`src/rtl/sd_deser_n.sv`:
```
// N:1 deserializer: reassembles ratio narrow beats (first beat flagged) into one
// wide word on a registered srdy/drdy producer port, recovering from framing slips.
module sd_deser_n #(
    parameter int width = 16,
    parameter int ratio = 4,
    parameter int cw    = $clog2(ratio)
) (
    input  logic                     clk,
    input  logic                     reset,
    input  logic                     c_srdy,
    output logic                     c_drdy,
    input  logic                     c_first,
    input  logic [width/ratio-1:0]   c_data,
    output logic                     p_srdy,
    input  logic                     p_drdy,
    output logic [width-1:0]         p_data,
    output logic                     err_frame
);

    localparam int BW = width / ratio;
    localparam logic [cw-1:0] CNT_LAST = cw'(ratio - 1);
    localparam logic [cw-1:0] CNT_ZERO = '0;
    localparam logic [cw-1:0] CNT_ONE  = cw'(1);

    logic [cw-1:0]       cnt_reg;
    logic [cw-1:0]       cnt_next;
    logic [width-BW-1:0] acc_reg;
    logic                p_srdy_reg;
    logic [width-1:0]    p_data_reg;
    logic                err_reg;

    logic is_last;
    logic is_zero;
    logic accept;
    logic beat_start;
    logic beat_mid;
    logic beat_load;
    logic err_a;
    logic err_b;

    assign is_last = (cnt_reg == CNT_LAST);
    assign is_zero = (cnt_reg == CNT_ZERO);

    // Only a beat that would complete a word waits on the output register; a
    // misframed first beat at the last slot is an error and is never stalled.
    assign c_drdy = (is_last && !c_first) ? (!p_srdy_reg || p_drdy) : 1'b1;
    assign accept = c_srdy && c_drdy;

    assign beat_start = accept && c_first;
    assign beat_mid   = accept && !c_first && !is_zero && !is_last;
    assign beat_load  = accept && !c_first && is_last;
    assign err_a      = accept && c_first && !is_zero;
    assign err_b      = accept && !c_first && is_zero;

    always_comb begin
        cnt_next = cnt_reg;
        if (beat_start) begin
            cnt_next = CNT_ONE;
        end else if (beat_mid) begin
            cnt_next = cnt_reg + CNT_ONE;
        end else if (beat_load) begin
            cnt_next = CNT_ZERO;
        end
    end

    always_ff @(posedge clk or negedge reset) begin
        if (!reset) begin
            cnt_reg <= '0;
            err_reg <= 1'b0;
        end else begin
            cnt_reg <= cnt_next;
            err_reg <= err_a || err_b;
        end
    end

    // Slice 0 is rewritten by every first beat, which also discards a partial word.
    generate
        for (genvar gi = 0; gi < ratio - 1; gi++) begin : g_acc
            logic slice_wr;
            if (gi == 0) begin : g_first
                assign slice_wr = beat_start;
            end else begin : g_rest
                assign slice_wr = beat_mid && (cnt_reg == cw'(gi));
            end

            always_ff @(posedge clk or negedge reset) begin
                if (!reset) begin
                    acc_reg[gi*BW +: BW] <= '0;
                end else if (slice_wr) begin
                    acc_reg[gi*BW +: BW] <= c_data;
                end
            end
        end
    endgenerate

    always_ff @(posedge clk or negedge reset) begin
        if (!reset) begin
            p_srdy_reg <= 1'b0;
            p_data_reg <= '0;
        end else if (beat_load) begin
            p_srdy_reg <= 1'b1;
            p_data_reg <= {c_data, acc_reg};
        end else if (p_drdy) begin
            p_srdy_reg <= 1'b0;
        end
    end

    assign p_srdy    = p_srdy_reg;
    assign p_data    = p_data_reg;
    assign err_frame = err_reg;

endmodule

```
`config.mk`:
```
export PLATFORM = sky130hd
export DESIGN_NAME = sd_deser_n
export DESIGN_NICKNAME = d
export VERILOG_FILES = /design/src/rtl/sd_deser_n.sv
export SDC_FILE = /design/constraint.sdc
export NUM_CORES = 1
export LEC_CHECK = 0
export CORE_MARGIN = 4
export CORE_UTILIZATION = 39
export DETAILED_ROUTE_END_ITERATION = 6
export PLACE_DENSITY = 0.7
export RECOVER_POWER = 25
export REMOVE_ABC_BUFFERS = 1
export SLEW_MARGIN = 30
export SYNTH_ARGS = -nofsm -noshare
export SYNTH_HDL_FRONTEND = slang
export SYNTH_SLANG_ARGS = --single-unit
```
`constraint.sdc`:
```
create_clock -name clk -period 3.15 [get_ports clk]
set_input_delay 0.63 -clock clk [delete_from_list [all_inputs] [get_ports clk]]
set_output_delay 0.63 -clock clk [all_outputs]
set_load 0.03 [all_outputs]
```
==> flow_summary_export.csv, run 1 <==
group,metric,value,unit
finish,multiInputGateArea,537,um2
worst_hold_path,hold_path_class,"register to register",
finish,fin_area,1740,um2
finish,antenna_cells,0,
die,fp-row-count,21,
global_routing,track_usage,12.7,%
route,drt-pass1-iter-count,3,
route,drtIter0Drc,26,
placement,place_inst,160,
global_routing,grt_max_degree,33,
finish,stdcell_count,168,
finish,fin_nets,134,
finish,area_delta_synth_final,28.5,%
synth,syn_inst,86,
clock_tree,clock_latency,0.33,ns
route,vias_per_cell,4.79,
clock_tree,cts_buffers,5,
setup_path,required,2.52,ns
setup_path,worst-r2r-setup-slack,1.35,ns
route,antenna_left,0,
route,drt_wl_total,2370,um
die,die-area,4480,um2
placement,io_buffer_count,27,
global_routing,grt_pass1_wl,4100,um
setup_path,cp-start-kind,"input port",
route,route.detailed.drc,0,
run,cap_violations,1,
finish,drive_gt1_share,27.0,%
status,run_status,"complete, but fails checks",
route,routedWlPerCell,14.1,um
sta,tns,0,ns
sta,final.min_clock_period,2.95,ns
synth,ys_warn_count,0,
power,power_density,933,nW/um2
global_routing,antenna_found_initial,0,
clock_tree,tritoncts,"done",
setup_path,timing.rr.start,"cnt_reg[0]$_DFFE_PN0P_",
status,failed_checks,"capacitance limit, slew limit",
die,start_util,40.6,%
power,finalPower,1630,uW
clock_tree,cts_max_path_buffers,2,
sta,finalSetupViolations,0,
clock_tree,postCtsSetupRepairBufs,0,
finish,nFillCells,314,
clock_tree,cts_resized,0,
worst_hold_path,hold_path_depth,1,
finish,regArea,801,um2
sta,rsz0062_at_grt,"false",
die,core,3340,um2
die,ios,28,
synth,syn_area,1360,um2
placement,place_congestion,0.740,
route,num_vias,804,
finish,largest_reg_flops,16,
clock_tree,hold_buffers,0,
sta,finalClockSkew,0.00597,ns
finish,final_core_util,52.2,%
setup_path,path_class,"input port to primary output",
worst_hold_path,whs_endpoint,"acc_reg[8]$_DFFE_PN0P_",
setup_path,r2r-end,"p_data[15]$_DFFE_PN0P_",
setup_path,worstRegToRegCells,3,
power,ir_drop,0.338,mV
placement,post-dp-hpwl,1700,um
sta,fmaxAchievable,0.339,GHz
sta,max_slew_margin,-11.3,%
clock_tree,cts-root-buf,"clkbuf_4",
die,die_x,67.0,um
setup_path,crit_fanout,4,
die,die_h,67.0,um
synth,synth.distinct_cells,22,
clock_tree,htreeDepth,2,
sta,worstMarginPinSlew,1.67,ns
sta,hold_viol_final,0,
synth,avgSynthCellArea,15.8,um2
synth,synth.ff_latch_count,32,
setup_path,arrival,2.32,ns
sta,fin_crit_sh,93.6,%
synth,seq_area_frac_synth,59.0,%
clock_tree,clkSinkCount,32,
clock_tree,clk_pin_slew,0.10,ns
power,leakagePower,0.000790,uW
placement,placed_area,1690,um2
global_routing,grt_overflow,0,
sta,drv_slew,33,
worst_hold_path,worstHoldStart,"acc_reg[8]$_DFFE_PN0P_",
setup_path,endpoint_kind,"primary output",
global_routing,grt_pass1_vias,874,
cells in the mapped netlist:
| library cell | count | area [um2] |
|---|---|---|
| mux2_4 | 8 | 120 |
| nand3_2 | 1 | 10.0 |
| nor2_1 | 1 | 3.75 |
| xor2_1 | 1 | 8.76 |
| nor2b_2 | 1 | 8.76 |
| and2_1 | 1 | 6.26 |
| ha_1 | 4 | 50.1 |
| inv_1 | 2 | 7.51 |
| and3_1 | 2 | 12.5 |
| o21ai_0 | 2 | 10.0 |
| nand2b_1 | 1 | 6.26 |
| mux2_1 | 8 | 90.1 |
| nor3_1 | 1 | 5.00 |
| nand2_1 | 2 | 7.51 |
| buf_6 | 1 | 11.3 |
| nor4b_4 | 1 | 23.8 |
| a32o_1 | 1 | 10.0 |
| dfrtp_1 | 32 | 801 |
| nand2_2 | 2 | 12.5 |
| or3b_2 | 1 | 8.76 |
| mux2_2 | 12 | 135 |
| o31ai_1 | 1 | 7.51 |
how the worst max path moves through the flow:
stage,start,end,slack [ns],depth (start not counted)
floorplan,p_drdy,c_drdy,1.13,2
global placement,p_drdy,c_drdy,0.23,4
detailed placement,p_drdy,c_drdy,0.19,4
CTS,p_drdy,c_drdy,0.19,4
global route,p_drdy,c_drdy,0.16,4
finish,p_drdy,c_drdy,0.20,4
area by class of cell:
type	count	area share, %
well taps	46	3.30
inverters	2	0.431
multi-input cells	51	30.8
repair buffers	29	16.2
flip-flops and latches	32	45.9
clock buffers	8	3.37
placed cells by master, fill, tap and decap left out, types with 2 or more instances in the layout:
master           Yosys  layout
dfrtp_1             32      32
clkdlybuf4s50_1      0      26
nand2_1              2       2
clkbuf_4             0       5
inv_1                2       2
mux2_2              12      12
o21ai_0              2       2
clkbuf_1             0       3
mux2_1               8       8
mux2_4               8       8
and3_1               2       2
nand2_2              2       2
ha_1                 4       4
power breakdown:
part / internal [uW] / switching (uW) / total [uW]
clock: 110 / 132 / 242
combinational: 361 / 363 / 724
sequential: 572 / 87.7 / 660
metrics by stage:
step / hold slack, ns / setup WS, ns
floorplan: 0.334 / 1.13
global placement: 0.470 / 0.234
detailed placement: 0.481 / 0.193
CTS: 0.503 / 0.193
global route: 0.515 / 0.156
finish: 0.495 / 0.201
metal layers:
metal | part of all wire [%] | vias up | global-route usage, %
met3 | 6.5 | 6 | 4.38
li1 | - | 372 | -
met2 | 45 | 23 | 19.2
met4 | 2.4 | 0 | 6.84
met1 | 46 | 403 | 15.9
met5 | 0 | - | 0
logic make-up after synthesis:
family	after synthesis	share of synthesized area, %
DFF	32	59.0
muxes	28	25.5
and+or+nand+nor	14	7.75
AOI/OAI and AO/OA	4	2.03
adders and majority gates	4	3.69
buffers and inverters	3	1.38
xor gates and xnor gates	1	0.646
worst max-delay path, cell delays in order:
cell and delay [ns]:
clkdlybuf4s50_1 0.38, nand2b_1 0.19, or3b_2 0.50, clkdlybuf4s50_1 0.61
No activity file was read; power rests on OpenSTA's default activity.
==> run 2: changes to the inputs <==
--- a/config.mk
+++ b/config.mk
@@ -6,9 +6,9 @@
 export NUM_CORES = 1
 export LEC_CHECK = 0
 export CORE_MARGIN = 4
-export CORE_UTILIZATION = 39
+export CORE_UTILIZATION = 53
 export DETAILED_ROUTE_END_ITERATION = 6
-export PLACE_DENSITY = 0.7
+export PLACE_DENSITY = 0.88
 export RECOVER_POWER = 25
 export REMOVE_ABC_BUFFERS = 1
 export SLEW_MARGIN = 30
==> constraint.sdc (replaced) <==
create_clock -name clk -period 3.4 [get_ports clk]
set_input_delay 0.68 -clock clk [delete_from_list [all_inputs] [get_ports clk]]
set_output_delay 0.68 -clock clk [all_outputs]
set_load 0.03 [all_outputs]
==> run 2 against run 1 <==
Net effect: the run still ends with capacitance limit, slew limit left; register-to-register slack improved by 0.27 ns; clock skew rose by 0.00079 ns; sequential share of layout area barely moved; worst setup slack better by 0.16 ns; largest power group unchanged; highest routed layer unchanged.
==> flow_summary_export.csv, run 2 (synthesis results as in run 1) <==
group,metric,value,unit
status,run_status,"complete, but fails checks",
status,failed_checks,"capacitance limit, slew limit",
clock_tree,tritoncts,"done",
clock_tree,cts_resized,0,
setup_path,path_class,"input port to primary output",
sta,finalClockSkew,0.00676,ns
finish,largest_reg_flops,16,
setup_path,arrival,2.36,ns
finish,drive_gt1_share,28.7,%
die,start_util,55.2,%
clock_tree,cts_max_path_buffers,2,
power,power_frac_seq,38.9,%
clock_tree,cts_buffers,5,
power,ir_drop,0.633,mV
power,power_density,900,nW/um2
setup_path,r2r-end,"p_data[2]$_DFFE_PN0P_",
power,p_clk_share,18.2,%
setup_path,crit_fanout,4,
power,power.switching,553,uW
finish,antenna_cells,0,
power,leakagePower,0.000799,uW
sta,finalSetupViolations,0,
sta,fmaxAchievable,0.329,GHz
clock_tree,clk_pin_slew,0.10,ns
finish,fin_nets,134,
global_routing,track_usage,16.2,%
route,dr_wl_met2,1180,um
sta,worstMarginPinSlew,1.61,ns
power,internal_power,1020,uW
die,ios,28,
setup_path,endpoint_kind,"primary output",
placement,place_congestion,0.736,
global_routing,grt_pass1_vias,899,
power,p_comb_share,42.9,%
route,drtIter0Drc,18,
placement,post-dp-hpwl,1710,um
sta,tns,0,ns
setup_path,crit_end,"c_drdy",
global_routing,grt_max_degree,33,
sta,final.min_clock_period,3.04,ns
global_routing,antenna_found_initial,0,
setup_path,worst-r2r-setup-slack,1.62,ns
setup_path,timing.rr.start,"cnt_reg[0]$_DFFE_PN0P_",
finish,layout_common_cells,"dfrtp_1 (32), clkdlybuf4s50_1 (26), mux2_2 (12)",
clock_tree,htreeDepth,2,
sta,drv_slew,33,
finish,fin_area,1740,um2
route,route.detailed.drc,0,
setup_path,required,2.72,ns
setup_path,crit_start,"p_drdy",
sta,fin_crit_sh,89.5,%
finish,area_delta_synth_final,28.6,%
worst_hold_path,worstHoldStart,"acc_reg[5]$_DFFE_PN0P_",
sta,final.setup.worst_slack,0.356,ns
die,die_x,58.6,um
die,die-area,3430,um2
worst_hold_path,hold_path_class,"register to register",
route,met1_length,952,um
global_routing,grt_pass1_wl,4000,um
clock_tree,cts-root-buf,"clkbuf_4",
placement,placed_area,1670,um2
sta,max_slew_margin,-7.66,%
die,die_h,58.6,um
power,swShare,35.2,%
route,vias_per_cell,5.30,
route,routed-wl-met3,94,um
clock_tree,clkSinkCount,32,
placement,io_buffer_count,27,
finish,final_core_util,71.0,%
die,fp-row-count,18,
route,top_layer,"met4",
finish,mostFrequentLayoutCell,"dfrtp_1",
clock_tree,postCtsSetupRepairBufs,0,
die,core,2450,um2
setup_path,cp-start-kind,"input port",
run,cap_violations,1,
clock_tree,clock_latency,0.33,ns
global_routing,grt_overflow,0,
route,drt_wl_total,2290,um
sta,hold_viol_final,0,
route,drt-pass1-iter-count,2,
route,num_vias,806,
clock_tree,hold_buffers,0,
setup_path,worstRegToRegCells,3,
route,routedWlPerCell,15.0,um
placement,pre_cts_ws,0.364,ns
sta,rsz0062_at_grt,"false",
route,antenna_left,0,
-- run 2: cell types whose count changed in the layout (fill, tap and decap cells not counted), sizes merged --
cell | previous run | this run
clkinvlp | 0 | 1
bufinv | 0 | 1
clkbuf | 9 | 6
clkinv | 0 | 1
-- run 2: how the worst min path moves through the flow --
stage | endpoint | slack [ns] | cells after the start
3_3_place_gp | acc_reg[9]$_DFFE_PN0P_ | 0.47 | 1
5_1_grt | acc_reg[6]$_DFFE_PN0P_ | 0.54 | 1
6_report | acc_reg[5]$_DFFE_PN0P_ | 0.50 | 1
2_1_floorplan | acc_reg[0]$_DFFE_PN0P_ | 0.38 | 0
3_5_place_dp | acc_reg[6]$_DFFE_PN0P_ | 0.48 | 1
4_1_cts | acc_reg[6]$_DFFE_PN0P_ | 0.51 | 1
-- run 2: per-stage QoR --
step	power [uW]	hold WS (ns)	instances
finish	1570	0.501	152
global route	1670	0.536	152
CTS	1590	0.505	152
detailed placement	1300	0.482	144
global placement	1280	0.472	144
floorplan	1040	0.384	85
-- run 2: area by class of cell --
class	count	area (um2)
multi-input cells	51	537
fillers	174	711
well taps	30	37.5
flip-flops and latches	32	801
inverters	2	7.51
clock inverters	3	42.5
clock buffers	5	37.5
repair buffers	29	282
-- run 2: per-layer routing --
metal,vias to the layer above,global-route usage (%)
met3,8,5.48
li1,378,-
met1,399,18.4
met4,0,10.4
met5,-,0
met2,21,26.0
-- run 2: critical path: stages --
cell and delay (ns):
clkdlybuf4s50_1 0.39, nand2b_1 0.19, or3b_2 0.49, clkdlybuf4s50_1 0.60
-- run 2: power by group through the flow --
stage               Combinational [uW]  Sequential [uW]  Clock (uW)
finish                             674              611         285
global route                       719              634         315
CTS                                684              613         293
detailed placement                 683              619           0
global placement                   664              611           0
floorplan                          253              788           0
